### src/rtl/fetch_queue_unit_pkg.sv
// Shared types and helpers for the decoupled instruction-fetch front end.
package fetch_queue_unit_pkg;

  // One buffered fetch result: the address it was fetched from and the word returned.
  typedef struct packed {
    logic [31:0] pc;
    logic [31:0] instr;
  } fetch_entry_t;

  localparam logic [3:0] RMASK_WORD = 4'b1111;
  localparam logic [3:0] RMASK_NONE = 4'b0000;

  // Force an address onto a 32-bit word boundary.
  function automatic logic [31:0] word_align(input logic [31:0] addr);
    return {addr[31:2], 2'b00};
  endfunction

endpackage

### src/rtl/fetch_queue_unit_fifo.sv
// Fetch queue storage with a registered head entry, plus its overflow checker.
module fetch_fifo
  import fetch_queue_unit_pkg::*;
#(
  parameter int unsigned DEPTH = 4,
  parameter type entry_t = fetch_entry_t,
  localparam int unsigned PW = $clog2(DEPTH),
  localparam int unsigned CW = $clog2(DEPTH + 1)
) (
  input  logic          clk,
  input  logic          i_rst_n,
  input  logic          i_push,
  input  entry_t        i_push_data,
  input  logic          i_pop,
  input  logic          i_flush,
  output entry_t        o_head,
  output logic [CW-1:0] o_occupancy,
  output logic          o_empty,
  output logic          o_full
);

  entry_t        r_mem [DEPTH];
  logic [PW-1:0] r_wptr;
  logic [PW-1:0] r_rptr;
  logic [CW-1:0] r_count;
  entry_t        r_head;

  logic          w_push;
  logic          w_pop;
  logic [PW-1:0] w_rptr_nxt;
  logic [CW-1:0] w_count_after_pop;
  logic [CW-1:0] w_count_nxt;
  entry_t        w_head_nxt;

  // Next-state for count and the head register; a push into an (effectively) empty queue
  // lands directly in the head so it is visible the cycle after the push.
  always_comb begin
    w_push            = i_push & ~i_flush;
    w_pop             = i_pop & (r_count != '0);
    w_rptr_nxt        = w_pop ? (r_rptr + PW'(1)) : r_rptr;
    w_count_after_pop = w_pop ? (r_count - CW'(1)) : r_count;
    if (i_flush) begin
      w_count_nxt = '0;
    end else if (w_push) begin
      w_count_nxt = w_count_after_pop + CW'(1);
    end else begin
      w_count_nxt = w_count_after_pop;
    end
    if (i_flush) begin
      w_head_nxt = r_head;
    end else if (w_push && (w_count_after_pop == '0)) begin
      w_head_nxt = i_push_data;
    end else if (w_pop) begin
      w_head_nxt = r_mem[w_rptr_nxt];
    end else begin
      w_head_nxt = r_head;
    end
  end

  // Entry storage, written at the tail pointer.
  always_ff @(posedge clk or negedge i_rst_n) begin
    if (!i_rst_n) begin
      for (int unsigned i = 0; i < DEPTH; i++) begin
        r_mem[i] <= '0;
      end
    end else if (w_push) begin
      r_mem[r_wptr] <= i_push_data;
    end
  end

  // Pointers, count and head register; flush empties the queue and rewinds the pointers.
  always_ff @(posedge clk or negedge i_rst_n) begin
    if (!i_rst_n) begin
      r_wptr  <= '0;
      r_rptr  <= '0;
      r_count <= '0;
      r_head  <= '0;
    end else if (i_flush) begin
      r_wptr  <= '0;
      r_rptr  <= '0;
      r_count <= '0;
      r_head  <= w_head_nxt;
    end else begin
      if (w_push) begin
        r_wptr <= r_wptr + PW'(1);
      end
      r_rptr  <= w_rptr_nxt;
      r_count <= w_count_nxt;
      r_head  <= w_head_nxt;
    end
  end

  assign o_head      = r_head;
  assign o_occupancy = r_count;
  assign o_empty     = (r_count == '0);
  assign o_full      = (r_count == CW'(DEPTH));

endmodule

// Enqueue into a full queue is only legal when the head leaves in the same cycle.
module fetch_fifo_chk (
  input logic clk,
  input logic i_rst_n,
  input logic i_push,
  input logic i_pop,
  input logic i_flush,
  input logic i_full
);

  a_no_overflow: assert property (@(posedge clk) disable iff (!i_rst_n)
    (i_push && i_full && !i_flush) |-> i_pop);

endmodule

### src/rtl/fetch_queue_unit.sv
// Decoupled fetch front end: owns the fetch PC, keeps one request in flight,
// buffers responses for decode and squashes responses made stale by a redirect.
module fetch_queue_unit
  import fetch_queue_unit_pkg::*;
#(
  parameter int unsigned DEPTH    = 4,
  parameter logic [31:0] RESET_PC = 32'h1eceb000,
  localparam int unsigned CW      = $clog2(DEPTH + 1)
) (
  input  logic          clk,
  input  logic          rst,
  input  logic          redirect_en,
  input  logic [31:0]   redirect_pc,
  output logic [31:0]   imem_addr,
  output logic [3:0]    imem_rmask,
  input  logic [31:0]   imem_rdata,
  input  logic          imem_resp,
  output logic          de_valid,
  input  logic          de_ready,
  output logic [31:0]   de_pc,
  output logic [31:0]   de_instr,
  output logic [63:0]   de_order,
  output logic [CW-1:0] occupancy
);

  logic [31:0]  r_fetch_pc;
  logic [31:0]  r_req_pc;
  logic         r_outstanding;
  logic         r_stale;
  logic [63:0]  r_order;

  logic         w_pop;
  logic         w_enq;
  logic         w_out_after;
  logic [31:0]  w_used;
  logic         w_issue;
  logic         w_stale_nxt;
  fetch_entry_t w_push_entry;
  fetch_entry_t w_head;
  logic [CW-1:0] w_occ;
  logic         w_empty;
  logic         w_full;

  // Issue credit: slots already held (after this cycle's pop), the response landing now,
  // and any request still in flight must leave room for one more entry.
  always_comb begin
    w_pop        = ~w_empty & de_ready;
    w_out_after  = r_outstanding & ~imem_resp;
    w_enq        = imem_resp & ~r_stale & ~redirect_en;
    w_used       = 32'(w_occ) - 32'(w_pop) + 32'(w_enq) + 32'(w_out_after);
    w_issue      = rst & ~redirect_en & (~r_outstanding | imem_resp) & (w_used < DEPTH);
    w_push_entry = '{pc: r_req_pc, instr: imem_rdata};
  end

  // A redirect with a request in flight marks its response stale; any response clears it.
  always_comb begin
    if (redirect_en) begin
      w_stale_nxt = r_outstanding & ~imem_resp;
    end else if (imem_resp) begin
      w_stale_nxt = 1'b0;
    end else begin
      w_stale_nxt = r_stale;
    end
  end

  // Fetch PC, in-flight request tracking and the dequeue order counter.
  always_ff @(posedge clk or negedge rst) begin
    if (!rst) begin
      r_fetch_pc    <= RESET_PC;
      r_req_pc      <= 32'h0000_0000;
      r_outstanding <= 1'b0;
      r_stale       <= 1'b0;
      r_order       <= 64'd0;
    end else begin
      if (redirect_en) begin
        r_fetch_pc <= word_align(redirect_pc);
      end else if (w_issue) begin
        r_fetch_pc <= r_fetch_pc + 32'd4;
      end
      if (w_issue) begin
        r_req_pc      <= r_fetch_pc;
        r_outstanding <= 1'b1;
      end else if (imem_resp) begin
        r_outstanding <= 1'b0;
      end
      r_stale <= w_stale_nxt;
      if (w_pop) begin
        r_order <= r_order + 64'd1;
      end
    end
  end

  fetch_fifo #(
    .DEPTH   (DEPTH),
    .entry_t (fetch_entry_t)
  ) u_fifo (
    .clk         (clk),
    .i_rst_n     (rst),
    .i_push      (w_enq),
    .i_push_data (w_push_entry),
    .i_pop       (w_pop),
    .i_flush     (redirect_en),
    .o_head      (w_head),
    .o_occupancy (w_occ),
    .o_empty     (w_empty),
    .o_full      (w_full)
  );

  fetch_fifo_chk u_fifo_chk (
    .clk     (clk),
    .i_rst_n (rst),
    .i_push  (w_enq),
    .i_pop   (w_pop),
    .i_flush (redirect_en),
    .i_full  (w_full)
  );

  assign imem_addr  = r_fetch_pc;
  assign imem_rmask = w_issue ? RMASK_WORD : RMASK_NONE;
  assign de_valid   = ~w_empty;
  assign de_pc      = w_head.pc;
  assign de_instr   = w_head.instr;
  assign de_order   = r_order;
  assign occupancy  = w_occ;

endmodule

### config.mk
export PLATFORM = sky130hd
export DESIGN_NAME = fetch_queue_unit
export DESIGN_NICKNAME = d
export VERILOG_FILES = /design/src/rtl/fetch_queue_unit_pkg.sv /design/src/rtl/fetch_queue_unit_fifo.sv /design/src/rtl/fetch_queue_unit.sv
export SDC_FILE = /design/constraint.sdc
export NUM_CORES = 1
export LEC_CHECK = 0
export BUFFER_PORTS_ARGS = -buffer_cell sky130_fd_sc_hd__buf_2
export CELL_PAD_IN_SITES_DETAIL_PLACEMENT = 0
export CELL_PAD_IN_SITES_GLOBAL_PLACEMENT = 1
export CORE_MARGIN = 1.5
export CORE_UTILIZATION = 43
export CTS_CLUSTER_DIAMETER = 120
export DETAILED_ROUTE_END_ITERATION = 8
export PLACE_DENSITY = 0.82
export SLEW_MARGIN = 25
export SYNTH_ARGS = -nofsm -noshare
export SYNTH_HDL_FRONTEND = slang
export SYNTH_SLANG_ARGS = --single-unit
### constraint.sdc
create_clock -name clk -period 6.22 [get_ports clk]
set_input_delay 1.244 -clock clk [delete_from_list [all_inputs] [get_ports clk]]
set_output_delay 1.244 -clock clk [all_outputs]
set_load 0.02 [all_outputs]
Word-level counts from Yosys, hierarchy flattened --
Cells that the tools add are included. W data, S select, Z words.
Storage, ports and cells: flip-flop bits (word level) 457, input port bits 69, output and inout port bits 168
Operators by class: add/subtract/negate cells 9, order comparisons 4, muxes and demuxes 21, bitwise logic cells 17, reductions and logical operators 11
Operators with widths (number):
- $mux W64 | 5
- $bwmux W256 | 1
- $bmux W64 S2 | 1
- $demux W64 S2 | 1
- $add A64 B1 Y64 const B | 1
- $mux W32 | 2
- $add A32 B3 Y32 const B | 1
- $lt A32 B3 Y1 const B | 1
- $reduce_bool A2 Y1 | 5
- $and A1 B1 Y1 | 9
- $mux W3 | 3
- $mux W2 | 4
- $add A5 B2 Y6 | 1
- $ge A3 B3 Y1 const B | 2
- $logic_not A3 Y1 | 2
- $not A2 Y3 | 2
- $add A4 B2 Y5 | 1
- $not A1 Y1 | 5
- $add A2 B1 Y2 const B | 2
- $mux W4 | 1
- $sub A3 B1 Y4 | 1
- $add A3 B1 Y3 const B | 1
- $lt A3 B1 Y1 const B | 1
- $mux W1 | 3
- other kinds (5) | 6

Logic depth before layout (Yosys ltp) --
Gate-level depths: netlist (run 1).
depth after elaboration 11, depth in mapped cells 16

Hierarchy --
Synthesis (run 1) repeated with hierarchy kept, for this count alone.
Unflattened totals: cells, all modules 1806, area total of the unflattened synthesis 21833.4 um^2
Modules (own cells, without submodules):
- fetch_fifo | instances 1, cells each 1271, area an instance 15841.4 um^2
- fetch_queue_unit | instances 1, cells each 535, area an instance 5992.0 um^2

Least setup slack after synthesis (run 1) --
No wires, ideal clock.
path type input to output, from in de_ready, to out imem_rmask[0], arrival time 3332 ps, required time 4976 ps, setup slack 1644 ps, stages on the path 11, buffers on the path 2, cell sequence nand2_1 > inv_1 > ha_1 > inv_1 > ha_1 > nor4bb_1 > o21bai_1 > mux2i_1 > nor3_2 > buf_2 > buf_4
On the way: cells in the longest elaborated chain, start to end 7
RTL lines:
- start, declared | RTL line fetch_queue_unit.sv:19 | input logic de_ready,
- $and A1 B1 Y1 | RTL line fetch_queue_unit.sv:47 | w_pop = ~w_empty & de_ready;
- net u_fifo.i_pop | RTL line fetch_queue_unit_fifo.sv:14 | input logic i_pop,
- $sub A3 B1 Y4 | RTL line fetch_queue_unit.sv:50 | w_used = 32'(w_occ) - 32'(w_pop) + 32'(w_enq) + 32'(w_out_after);
- $add A4 B2 Y5 | RTL line fetch_queue_unit.sv:50
- $add A5 B2 Y6 | RTL line fetch_queue_unit.sv:50
- $lt A32 B3 Y1 | RTL line fetch_queue_unit.sv:51 | w_issue = rst & ~redirect_en & (~r_outstanding | imem_resp) & (w_used < DEPTH);
- $and A1 B1 Y1 | RTL line fetch_queue_unit.sv:51
- net w_issue | RTL line fetch_queue_unit.sv:36 | logic w_issue;
- $mux W4 | RTL line fetch_queue_unit.sv:119 | assign imem_rmask = w_issue ? RMASK_WORD : RMASK_NONE;
- end, declared | RTL line fetch_queue_unit.sv:15 | output logic [3:0] imem_rmask,
The timed path passes the listed nets, and every way through them passes these cells.

Worst setup path after layout (run 1) --
from reg u_fifo.r_count[1] (netlist: u_fifo.o_occupancy[1]), to out imem_rmask[3]
On the way: cells in the longest elaborated chain, start to end 9
RTL lines:
- start, declared | RTL line fetch_queue_unit_fifo.sv:25 | logic [CW-1:0] r_count;
- start signal, assigned | RTL line fetch_queue_unit_fifo.sv:88 | r_count <= w_count_nxt;
- $logic_not A3 Y1 | RTL line fetch_queue_unit_fifo.sv:95 | assign o_empty = (r_count == '0);
- $not A1 Y1 | RTL line fetch_queue_unit.sv:47
- $and A1 B1 Y1 | RTL line fetch_queue_unit.sv:47
- net u_fifo.i_pop | RTL line fetch_queue_unit_fifo.sv:14
- $sub A3 B1 Y4 | RTL line fetch_queue_unit.sv:50
- $add A4 B2 Y5 | RTL line fetch_queue_unit.sv:50
- $add A5 B2 Y6 | RTL line fetch_queue_unit.sv:50
- $lt A32 B3 Y1 | RTL line fetch_queue_unit.sv:51
- $and A1 B1 Y1 | RTL line fetch_queue_unit.sv:51
- $mux W4 | RTL line fetch_queue_unit.sv:119
The timed path passes the listed nets, and every way through them passes these cells.

==> summary.txt, run 1 <==
Via density - 5.78
Post-route ant nets - 0
Clock transition at path regs - 0.06 ns
Total Wirelength - 51200 um
Most frequent cells in the layout - dfrtp_1 (431), mux2_2 (279), buf_2 (229)
Hpwl dp - 31100 um
Reg2Reg Depth - 12
Initial Util - 0.434
Synth Flop Type - dfrtp_1
CP Cell Sequence - inv_1 -> ha_1 -> nand2b_1 -> nand2_1 -> inv_1 -> ha_1 -> inv_1 -> ha_1 -> nor4bb_1 -> o21bai_1 -> mux2i_4 -> nor3_4 -> buf_2
Via Count - 14058
Unrepaired setup endpoints after global routing - false
1st-pass router iterations - 4
Crit Path Max Fanout - 7
GP Congestion - 0.807
CTS tree - yes
Placed cells - 2341
Crit path buf inv count - 4
P_leak - 11.5 nW
Pwr dens - 471 mW/mm^2
Initial DRC count - 873
Die Span Y - 219 um
Register area share after synthesis - 0.552
Yosys cell types - 59
Maximum buffer depth of the clock tree - 3
Post-synth EDFFs - 0
Max Slew Vio Count - 0
Synthesized flop and latch total - 443
Area of the multi-input gates - 0.00851 mm^2
Launching point of the worst reg2reg path - u_fifo.o_occupancy[1]
VDD IR max - 285 uV
Finish-stage setup viols - 0
CP Capture Type - primary output
Cell area after synthesis - 0.0201 mm^2
Share of post-route cells with drive strength above 1 - 0.359
Worst slew pin tran - 1.12 ns
F_max - 0.203 GHz
FF/Latch Area - 0.0111 mm^2
CTS resizes - 0
Final Hold Fails - 0
Ys async rst share - 1.00
Setup TNS - 0 ns
Clk sinks - 443
GRT Total Usage - 0.213
Syn_area_per_cell - 12.7 um^2
Clock root buffer - clkbuf_16
Inserted Clock Buffers - 49
Crit start category - flop
Hold depth - 1
Antenna violations before repair - 1
Port Buffers - 230
Arrival time at the worst endpoint - 3.67 ns
# fillers - 3978
Largest net degree at the start of global routing - 126
H-tree depth - 2
Reg2reg setup slack - 2.26 ns
Final cell count without fillers - 2431
Nets - 1867
Post-route DRC - 0
HP Class - flop to flop
M2 GR Usage - 0.362
DR WL/cell - 21.0 um
Critical Path RT - 4.98 ns
Min Tclk post-route - 4.92 ns
Post-layout util - 0.506
Slowest library cell on the worst path - dfrtp_1
Clk Latency, worst-skew pair - 0.58 ns
Syn Inst Count - 1587
Status - finished, final reports clean
Setup Crit Path Kind - flop to primary output
N_diodes - 0
Setup bufs post-CTS - 0
Die Area - 0.0481 mm^2
Post-route clock period utilization - 0.790
Met3 Track Usage GR - 0.0405
Leading cell type in the layout, fill and taps excluded - dfrtp_1
Critical Path Max Stage Delay - 0.41 ns
First-pass GRT wire length - 80500 um
Reg-to-Reg End - u_fifo.o_head[56]
Hold EP - de_order[63]
Rows - 79
Core Region - 0.0464 mm^2
Clk_skew - 0.0177 ns
WP depth - 13
Total congestion overflow - 0
CP delay by family, top - simple AND/OR/NAND/NOR gates
Vias in the first global route - 14338
Die X - 219 um
Hold wc startpoint - de_order[63]
Yosys warns - 0
Area grow syn2layout - 16.7%
I/O pin cnt - 237
Met1 usage - 0.277
Hold buffers post-CTS - 0
Max_cap viols - 0
Max-slew headroom - 0.255
Busiest layer in global routing - met2
-- synthesized netlist by cell type, drive strengths merged, types with 13 or more instances --
cell type | count | share of area
a31oi | 24 | 0.0075
inv | 19 | 0.0035
nor2 | 45 | 0.0084
a21oi | 65 | 0.016
dfrtp | 431 | 0.54
nand4 | 35 | 0.012
mux2 | 279 | 0.16
mux2i | 128 | 0.064
o221ai | 62 | 0.027
xnor2 | 36 | 0.016
or3 | 14 | 0.0046
or4 | 13 | 0.0050
nor3 | 22 | 0.0057
xor2 | 32 | 0.014
clkbuf | 63 | 0.012
nand2 | 36 | 0.0068
buf | 48 | 0.013
ha | 13 | 0.0081
and3 | 77 | 0.024
nor4 | 20 | 0.0091
nand3 | 42 | 0.010
o21ai | 15 | 0.0037
-- per-stage QoR --
| stage | area (um^2) | power (mW) | setup slack (ns) | hold slack [ns] |
|---|---|---|---|---|
| 2_1_floorplan | 20100 | 7.03 | 1.64 | 0.480 |
| 3_3_place_gp | 21800 | 7.99 | 1.38 | 0.466 |
| 3_5_place_dp | 21800 | 8.16 | 1.36 | 0.460 |
| 4_1_cts | 23500 | 11.1 | 1.21 | 0.468 |
| 5_1_grt | 23500 | 11.7 | 1.06 | 0.498 |
| 6_report | 23500 | 11.1 | 1.30 | 0.473 |
-- cell type report --
cell class | count | share of cell area
clock buffers | 74 | 0.0627
clock inverters | 16 | 0.00736
inverters | 19 | 0.00304
multi-input cells | 1017 | 0.363
flip-flops and latches | 443 | 0.473
well taps | 607 | 0.0324
repair buffers | 255 | 0.0589
-- kinds of logic after synthesis --
family          Yosys count  share of synthesized area
flops                   443                      0.552
xor+xnor                 68                     0.0296
mux                     407                      0.220
simple gates            337                     0.0989
buf+inv                 130                     0.0286
fa+ha+maj                13                    0.00808
other cells               1                   0.000186
compound gates          188                     0.0630
-- worst register-to-register path, stage by stage, from the launching register on --
cell,delay (ns)
dfrtp_1,0.41
inv_1,0.13
ha_1,0.17
nand2b_1,0.17
nand2_1,0.26
inv_1,0.12
ha_1,0.35
ha_1,0.15
nor4bb_1,0.49
and3_2,0.68
buf_4,0.66
a21oi_1,0.19
o221ai_1,0.10
-- metal layers --
| metal | share of wire | wire length (um) |
|---|---|---|
| met1 | 0.44 | 22600 |
| met2 | 0.49 | 25000 |
| met3 | 0.051 | 2590 |
| met4 | 0.018 | 932 |
| met5 | 0.00023 | 12 |
-- sequential cells by signal, indices dropped and copies added (netlist names), 2 cells and up --
signal and count:
de_order 64, imem_addr 30, r_req_pc 30, u_fifo.o_head 62, u_fifo.o_occupancy 3, u_fifo.r_mem 248, u_fifo.r_rptr 2, u_fifo.r_wptr 2
-- power breakdown --
part	leakage, nW	switching, mW	internal (mW)	total, mW
clock network	0.813	1.18	1.76	2.94
registers	5.51	0.729	3.95	4.67
logic	5.15	1.81	1.63	3.44
-- worst max path at each step --
stage,to,slack [ns],startpoint
after CTS,imem_rmask[1],1.21,u_fifo.o_occupancy[1]
after floorplan,imem_rmask[0],1.64,de_ready
after global routing,imem_rmask[3],1.06,u_fifo.o_occupancy[1]
after global placement,imem_rmask[1],1.38,de_ready
final,imem_rmask[3],1.30,u_fifo.o_occupancy[1]
after detailed placement,imem_rmask[1],1.36,de_ready
Note: power is estimated with default switching activity, not from simulation.
==> run 2: changes to the inputs <==
--- a/config.mk
+++ b/config.mk
@@ -5,6 +5,7 @@
 export SDC_FILE = /design/constraint.sdc
 export NUM_CORES = 1
 export LEC_CHECK = 0
+export ABC_AREA = 1
 export BUFFER_PORTS_ARGS = -buffer_cell sky130_fd_sc_hd__buf_2
 export CELL_PAD_IN_SITES_DETAIL_PLACEMENT = 0
 export CELL_PAD_IN_SITES_GLOBAL_PLACEMENT = 1
@@ -12,7 +13,7 @@
 export CORE_UTILIZATION = 43
 export CTS_CLUSTER_DIAMETER = 120
 export DETAILED_ROUTE_END_ITERATION = 8
-export PLACE_DENSITY = 0.82
+export PLACE_DENSITY = 0.89
 export SLEW_MARGIN = 25
 export SYNTH_ARGS = -nofsm -noshare
 export SYNTH_HDL_FRONTEND = slang
==> constraint.sdc (replaced) <==
create_clock -name clk -period 4.6 [get_ports clk]
set_input_delay 0.92 -clock clk [delete_from_list [all_inputs] [get_ports clk]]
set_output_delay 0.92 -clock clk [all_outputs]
set_load 0.02 [all_outputs]
==> run 2 against run 1 <==
Against the previous run:
- wire length increased by 28%
- global-route usage increased by 2.9 points
- combinational power increased by 50%
==> summary.txt, run 2 <==
HP Class - primary input to asynchronous set/reset pin (was flop to flop)
CTS resizes - 0 (unchanged)
Leading cell type in the layout, fill and taps excluded - nand2_1 (was dfrtp_1)
GP Congestion - 0.932 (was 0.807)
Synthesized flop and latch total - 443 (unchanged)
Simple-gate share of the synthesized area - 0.323 (was 0.0989)
Arrival time at the worst endpoint - 3.05 ns (was 3.67 ns)
Syn_area_per_cell - 7.32 um^2 (was 12.7 um^2)
Reg2reg setup slack - 1.27 ns (was 2.26 ns)
Antenna violations before repair - 0 (was 1)
Die X - 232 um (was 219 um)
VDD IR max - 392 uV (was 285 uV)
H-tree depth - 2 (unchanged)
Critical Path Source - u_fifo.o_occupancy[1] (unchanged)
Largest net degree at the start of global routing - 183 (was 126)
Core Region - 0.0516 mm^2 (was 0.0464 mm^2)
DR WL/cell - 16.5 um (was 21.0 um)
Largest family of logic cells by synthesized area - simple AND/OR/NAND/NOR gates (was multiplexers)
Unrepaired setup endpoints after global routing - false (unchanged)
Crit start category - flop (unchanged)
Cell Int Power - 9.31 mW (was 7.33 mW)
Min Tclk post-route - 3.97 ns
Initial DRC count - 1834 (was 873)
Max Slew Vio Count - 0 (unchanged)
Setup bufs post-CTS - 0 (unchanged)
Switching Share - 0.394 (was 0.337)
Count leader, synth - nand2_1 (was dfrtp_1)
Max-slew headroom - 0.354 (was 0.255)
Setup TNS - 0 ns (unchanged)
Status - finished, final reports clean (unchanged)
Post-route ant nets - 0 (unchanged)
Total congestion overflow - 0 (unchanged)
Multiplexer area fraction after synthesis - 0 (was 0.220)
# fillers - 4974 (was 3978)
Vias in the first global route - 19586 (was 14338)
Yosys warns - 0 (unchanged)
Via density - 5.19 (was 5.78)
Area grow syn2layout - 14.8% (was 16.7%)
Share of the synthesized area in the top cell type - 0.477 (was 0.536)
P_leak - 13.7 nW (was 11.5 nW)
Register area share after synthesis - 0.491 (was 0.552)
N_diodes - 0 (unchanged)
Rows - 83 (was 79)
Via Count - 20504 (was 14058)
Clk_skew - 0.0303 ns (was 0.0177 ns)
Post-DP Area - 0.0242 mm^2 (was 0.0218 mm^2)
Post-route clock period utilization - 0.863
Post-route cell area - 0.0259 mm^2 (was 0.0235 mm^2)
GRT Total Usage - 0.242 (was 0.213)
Launching point of the worst reg2reg path - u_fifo.o_occupancy[1] (unchanged)
Worst slew pin tran - 0.965 ns (was 1.12 ns)
Port Buffers - 230 (unchanged)
Area of the multi-input gates - 0.00988 mm^2 (was 0.00851 mm^2)
Ys async rst share - 1.00 (unchanged)
Cell area after synthesis - 0.0226 mm^2 (was 0.0201 mm^2)
Combinational power share - 0.337 (was 0.311)
F_max - 0.252 GHz
Maximum buffer depth of the clock tree - 3 (unchanged)
Inserted Clock Buffers - 51 (was 49)
Pwr dens - 592 mW/mm^2 (was 471 mW/mm^2)
Largest Register - u_fifo.r_mem (unchanged)
Share of power burned in registers - 0.391 (was 0.423)
Share of post-route cells with drive strength above 1 - 0.114 (was 0.359)
CP Capture Type - primary output (unchanged)
Clk Latency, worst-skew pair - 0.60 ns (was 0.58 ns)
Die Span Y - 232 um (was 219 um)
Hpwl dp - 40800 um (was 31100 um)
Compound-cell area share of the yosys netlist - 0.0841 (was 0.0630)
Reg-to-Reg End - u_fifo.o_head[55] (was u_fifo.o_head[56])
Initial Util - 0.438 (was 0.434)
Final Hold Fails - 0 (unchanged)
Nets - 3311 (was 1867)
FF/Latch Area - 0.0111 mm^2 (unchanged)
Xor/xnor share of the synthesized area - 0.0190 (was 0.0296)
Most frequent cells in the layout - nand2_1 (1254), dfrtp_1 (431), o21ai_0 (334) (was dfrtp_1 (431), mux2_2 (279), buf_2 (229))
Yosys cell types - 36 (was 59)
Largest register FFs - 248 (unchanged)
Syn Inst Count - 3088 (was 1587)
PnR Total Power - 15.4 mW (was 11.1 mW)
Critical Path RT - 3.68 ns (was 4.98 ns)
Clock share of power - 0.272 (was 0.266)
Max_cap viols - 0 (unchanged)
Post-synthesis adder-cell area fraction - 0.00720 (was 0.00808)
Synth Flop Type - dfrtp_1 (unchanged)
Post-synth EDFFs - 0 (unchanged)
Setup Crit Path Kind - flop to primary output (unchanged)
Post-route DRC - 0 (unchanged)
Clock root buffer - clkbuf_16 (unchanged)
Reg2Reg Depth - 16 (was 12)
Clk sinks - 443 (unchanged)
Largest cells by area after synthesis - dfrtp_1 (48%), nand2_1 (21%), o21ai_0 (7.4%) (was dfrtp_1 (54%), mux2_2 (16%), mux2i_1 (6.4%))
First-pass GRT wire length - 105000 um (was 80500 um)
P_sw - 6.05 mW (was 3.72 mW)
1st-pass router iterations - 6 (was 4)
Finish-stage setup viols - 0 (unchanged)
Crit Path Max Fanout - 12 (was 7)
Hold buffers post-CTS - 0 (unchanged)
Clock transition at path regs - 0.06 ns (about the same)
CTS tree - yes (unchanged)
I/O pin cnt - 237 (unchanged)
Total Wirelength - 65300 um (was 51200 um)
Cell accounting for the most synthesized area - dfrtp_1 (unchanged)
Synth top cells by count - nand2_1 (1260), dfrtp_1 (431), o21ai_0 (334) (was dfrtp_1 (431), mux2_2 (279), mux2i_1 (128))
CP endpoint - imem_rmask[2] (was imem_rmask[3])
Post-layout util - 0.502 (was 0.506)
Die Area - 0.0539 mm^2 (was 0.0481 mm^2)
-- run 2: logic make-up after synthesis --
| kind of cell | Yosys count |
|---|---|
| xor+xnor | 49 |
| buf+inv | 404 |
| flops | 443 |
| fa+ha+maj | 13 |
| simple gates | 1803 |
| other cells | 1 |
| compound gates | 375 |
-- run 2: final cells by class --
type | count | share of cell area
multi-input combinational | 2244 | 0.381
sequential | 443 | 0.428
inverter | 233 | 0.0338
clock buffer | 75 | 0.0577
clock inverter | 17 | 0.00878
tap | 680 | 0.0328
timing repair buffer | 256 | 0.0580
-- run 2: metrics by stage --
stage                     instances  setup WS [ns]  hold WS (ns)
after floorplan                3091          0.569         0.453
after global placement         3855          0.808         0.465
after detailed placement       3855          0.831         0.473
after CTS                      3947          0.568         0.151
after global routing           3948          0.401         0.177
final                          3948          0.629         0.180
-- run 2: per-layer routing --
metal  routed length (um)  part of all wire  global-route usage
met3                 4440             0.068              0.0444
met4                 1250             0.019              0.0684
met5                    0                 0                   0
met1                29600              0.45               0.340
met2                30000              0.46               0.382
-- run 2: worst min path at each step --
stage / start / endpoint / depth (start not counted)
floorplan: u_fifo.r_mem[100] / u_fifo.r_mem[100] / 2
global placement: u_fifo.r_mem[237] / u_fifo.r_mem[237] / 2
detailed placement: u_fifo.r_mem[77] / u_fifo.r_mem[77] / 2
CTS: rst / r_req_pc[14] / 1
global route: rst / r_req_pc[14] / 1
finish: rst / r_req_pc[10] / 1
-- run 2: worst max-delay path, cell delays in order (launching register included) --
cell	delay [ns]
dfrtp_1	0.40
inv_1	0.12
ha_1	0.26
a21boi_2	0.09
ha_1	0.30
inv_1	0.08
ha_1	0.28
nand3_1	0.07
nand2_1	0.09
nand2_1	0.05
nand2_1	0.05
nand2_1	0.05
nand2_2	0.07
clkinv_1	0.27
buf_2	0.28
-- run 2: power groups by stage --
stage          registers [mW]  logic (mW)  clock network [mW]
4_1_cts                  5.99        5.22                4.28
5_1_grt                  6.17        5.90                4.43
3_3_place_gp             5.98        5.08                   0
6_report                 6.01        5.17                4.18
2_1_floorplan            6.16        3.38                   0
3_5_place_dp             6.04        5.20                   0
==> run 3: changes to the inputs <==
--- a/config.mk
+++ b/config.mk
@@ -13,6 +13,7 @@
 export CORE_UTILIZATION = 43
 export CTS_CLUSTER_DIAMETER = 120
 export DETAILED_ROUTE_END_ITERATION = 8
+export MAX_ROUTING_LAYER = met4
 export PLACE_DENSITY = 0.89
 export SLEW_MARGIN = 25
 export SYNTH_ARGS = -nofsm -noshare
==> run 3 against run 2 <==
Against the previous run:
- utilization fell by 0.14 points
- global-route usage rose by 0.87 points
- sequential share of layout area rose by 0.12 points
- fmax fell by 1.8%
- hold slack improved by 0.10 ns
- register-to-register slack got worse by 0.14 ns
- clock-buffer cell count rose by 1
- critical path type unchanged
- largest cell class unchanged
- largest power group unchanged
==> summary.txt, run 3 (synthesis results as in run 2) <==
Hold buffers post-CTS - 0 (unchanged)
Combinational power share - 0.340 (was 0.337)
N_diodes - 0 (unchanged)
Share of post-route cells with drive strength above 1 - 0.114 (about the same)
Post-route clock period utilization - 0.879 (was 0.863)
P_leak - 13.7 nW (about the same)
I/O pin cnt - 237 (unchanged)
Reg-to-Reg End - u_fifo.o_head[62] (was u_fifo.o_head[55])
CTS tree - yes (unchanged)
Setup bufs post-CTS - 0 (unchanged)
DR WL/cell - 16.5 um (about the same)
Setup TNS - 0 ns (unchanged)
Reg2reg setup slack - 1.13 ns (was 1.27 ns)
Vias in the first global route - 19816 (was 19586)
GRT Total Usage - 0.251 (was 0.242)
Clk_skew - 0.0146 ns (was 0.0303 ns)
Critical Path RT - 3.68 ns (about the same)
Total Wirelength - 65300 um (about the same)
Clk Latency, worst-skew pair - 0.59 ns (was 0.60 ns)
H-tree depth - 2 (unchanged)
Arrival time at the worst endpoint - 3.12 ns (was 3.05 ns)
Clk sinks - 443 (unchanged)
Unrepaired setup endpoints after global routing - false (unchanged)
Status - finished, final reports clean (unchanged)
Initial Util - 0.438 (unchanged)
Largest register FFs - 248 (unchanged)
Post-route ant nets - 0 (unchanged)
Total congestion overflow - 0 (unchanged)
CTS resizes - 0 (unchanged)
Max_cap viols - 0 (unchanged)
Rows - 83 (unchanged)
DP Worst Slack - 0.783 ns (was 0.831 ns)
Finish-stage setup viols - 0 (unchanged)
1st-pass router iterations - 6 (unchanged)
Share of power burned in registers - 0.394 (was 0.391)
CP Capture Type - primary output (unchanged)
HP Class - primary input to asynchronous set/reset pin (unchanged)
Clock transition at path regs - 0.06 ns (about the same)
Final Hold Fails - 0 (unchanged)
First-pass GRT wire length - 106000 um (was 105000 um)
Inserted Clock Buffers - 50 (was 51)
Via density - 5.20 (was 5.19)
Switching Share - 0.396 (was 0.394)
Port Buffers - 230 (unchanged)
Die X - 232 um (unchanged)
Core Region - 0.0516 mm^2 (unchanged)
Largest net degree at the start of global routing - 187 (was 183)
Nets - 3312 (was 3311)
Worst slew pin tran - 0.988 ns (was 0.965 ns)
Min Tclk post-route - 4.04 ns (was 3.97 ns)
Initial DRC count - 2066 (was 1834)
Area grow syn2layout - 14.5% (was 14.8%)
Hpwl dp - 41100 um (was 40800 um)
Maximum buffer depth of the clock tree - 3 (unchanged)
Leading cell type in the layout, fill and taps excluded - nand2_1 (unchanged)
VDD IR max - 331 uV (was 392 uV)
Clock share of power - 0.265 (was 0.272)
Setup Crit Path Kind - flop to primary output (unchanged)
Reg2Reg Depth - 16 (unchanged)
P_sw - 6.04 mW (was 6.05 mW)
Final worst slack - 0.557 ns (was 0.629 ns)
Die Span Y - 232 um (unchanged)
Clock root buffer - clkbuf_16 (unchanged)
Via Count - 20544 (was 20504)
Antenna violations before repair - 0 (unchanged)
Post-route DRC - 0 (unchanged)
GP Congestion - 0.941 (was 0.932)
Max Slew Vio Count - 0 (unchanged)
F_max - 0.247 GHz (was 0.252 GHz)
Pwr dens - 589 mW/mm^2 (was 592 mW/mm^2)
Most frequent cells in the layout - nand2_1 (1254), dfrtp_1 (431), o21ai_0 (334) (unchanged)
Crit start category - flop (unchanged)
Die Area - 0.0539 mm^2 (unchanged)
Launching point of the worst reg2reg path - u_fifo.o_occupancy[1] (unchanged)
Largest Register - u_fifo.r_mem (unchanged)
Max-slew headroom - 0.339 (was 0.354)
Cell Int Power - 9.20 mW (was 9.31 mW)
Crit Path Max Fanout - 12 (unchanged)
run 3: changes by cell type in the layout (fill, tap and decap cells not counted):
cell	before	now
clkinv_8	1	0
clkbuf_16	52	51
inv_6	1	2
buf_12	10	8
clkinv_2	10	9
clkbuf_8	11	14
bufinv_16	5	3
buf_4	14	18
clkbuf_1	12	11
run 3: routing by layer:
metal	part of all wire	global-route usage
met4	0.024	0.0789
met5	0	-
met1	0.45	0.340
met2	0.46	0.385
met3	0.067	0.0404
run 3: final cells by class:
cell class              count  area [um^2]
inverters                 233          876
multi-input cells        2244         9880
fillers                  4955        25700
flip-flops and latches    443        11100
well taps                 680          851
repair buffers            258         1500
clock buffers              76         1510
clock inverters            14          155
run 3: critical path, cell delays in order (launching register included):
cell	delay [ns]
dfrtp_1	0.41
inv_1	0.13
ha_1	0.25
a21boi_2	0.09
ha_1	0.31
inv_1	0.08
ha_1	0.28
nand3_1	0.07
nand2_1	0.10
nand2_1	0.05
nand2_1	0.05
nand2_1	0.05
nand2_2	0.07
clkinv_1	0.30
buf_2	0.29
run 3: stage by stage:
| stage | instance area [um^2] | total power, mW | std cells | hold WS (ns) | util |
|---|---|---|---|---|---|
| after floorplan | 22600 | 9.55 | 3091 | 0.453 | - |
| after global placement | 24200 | 11.1 | 3857 | 0.465 | 0.468 |
| after detailed placement | 24200 | 11.3 | 3857 | 0.473 | 0.468 |
| after CTS | 25800 | 15.4 | 3947 | 0.270 | 0.501 |
| after global routing | 25900 | 16.4 | 3948 | 0.302 | 0.501 |
| final | 25900 | 15.2 | 3948 | 0.280 | 0.501 |
run 3: power by group through the flow:
stage | Sequential (mW) | Clock (mW) | Combinational (mW)
floorplan | 6.16 | 0 | 3.38
global placement | 5.98 | 0 | 5.09
detailed placement | 6.05 | 0 | 5.21
CTS | 5.99 | 4.14 | 5.22
global route | 6.16 | 4.29 | 5.90
finish | 6.01 | 4.05 | 5.18
run 3: how the worst max path moves through the flow:
stage / slack (ns) / from / to
3_3_place_gp: 0.81 / de_ready / imem_rmask[1]
2_1_floorplan: 0.57 / de_ready / imem_rmask[0]
3_5_place_dp: 0.78 / de_ready / imem_rmask[2]
5_1_grt: 0.26 / u_fifo.o_occupancy[1] / imem_rmask[2]
6_report: 0.56 / u_fifo.o_occupancy[1] / imem_rmask[2]
4_1_cts: 0.48 / u_fifo.o_occupancy[1] / imem_rmask[2]
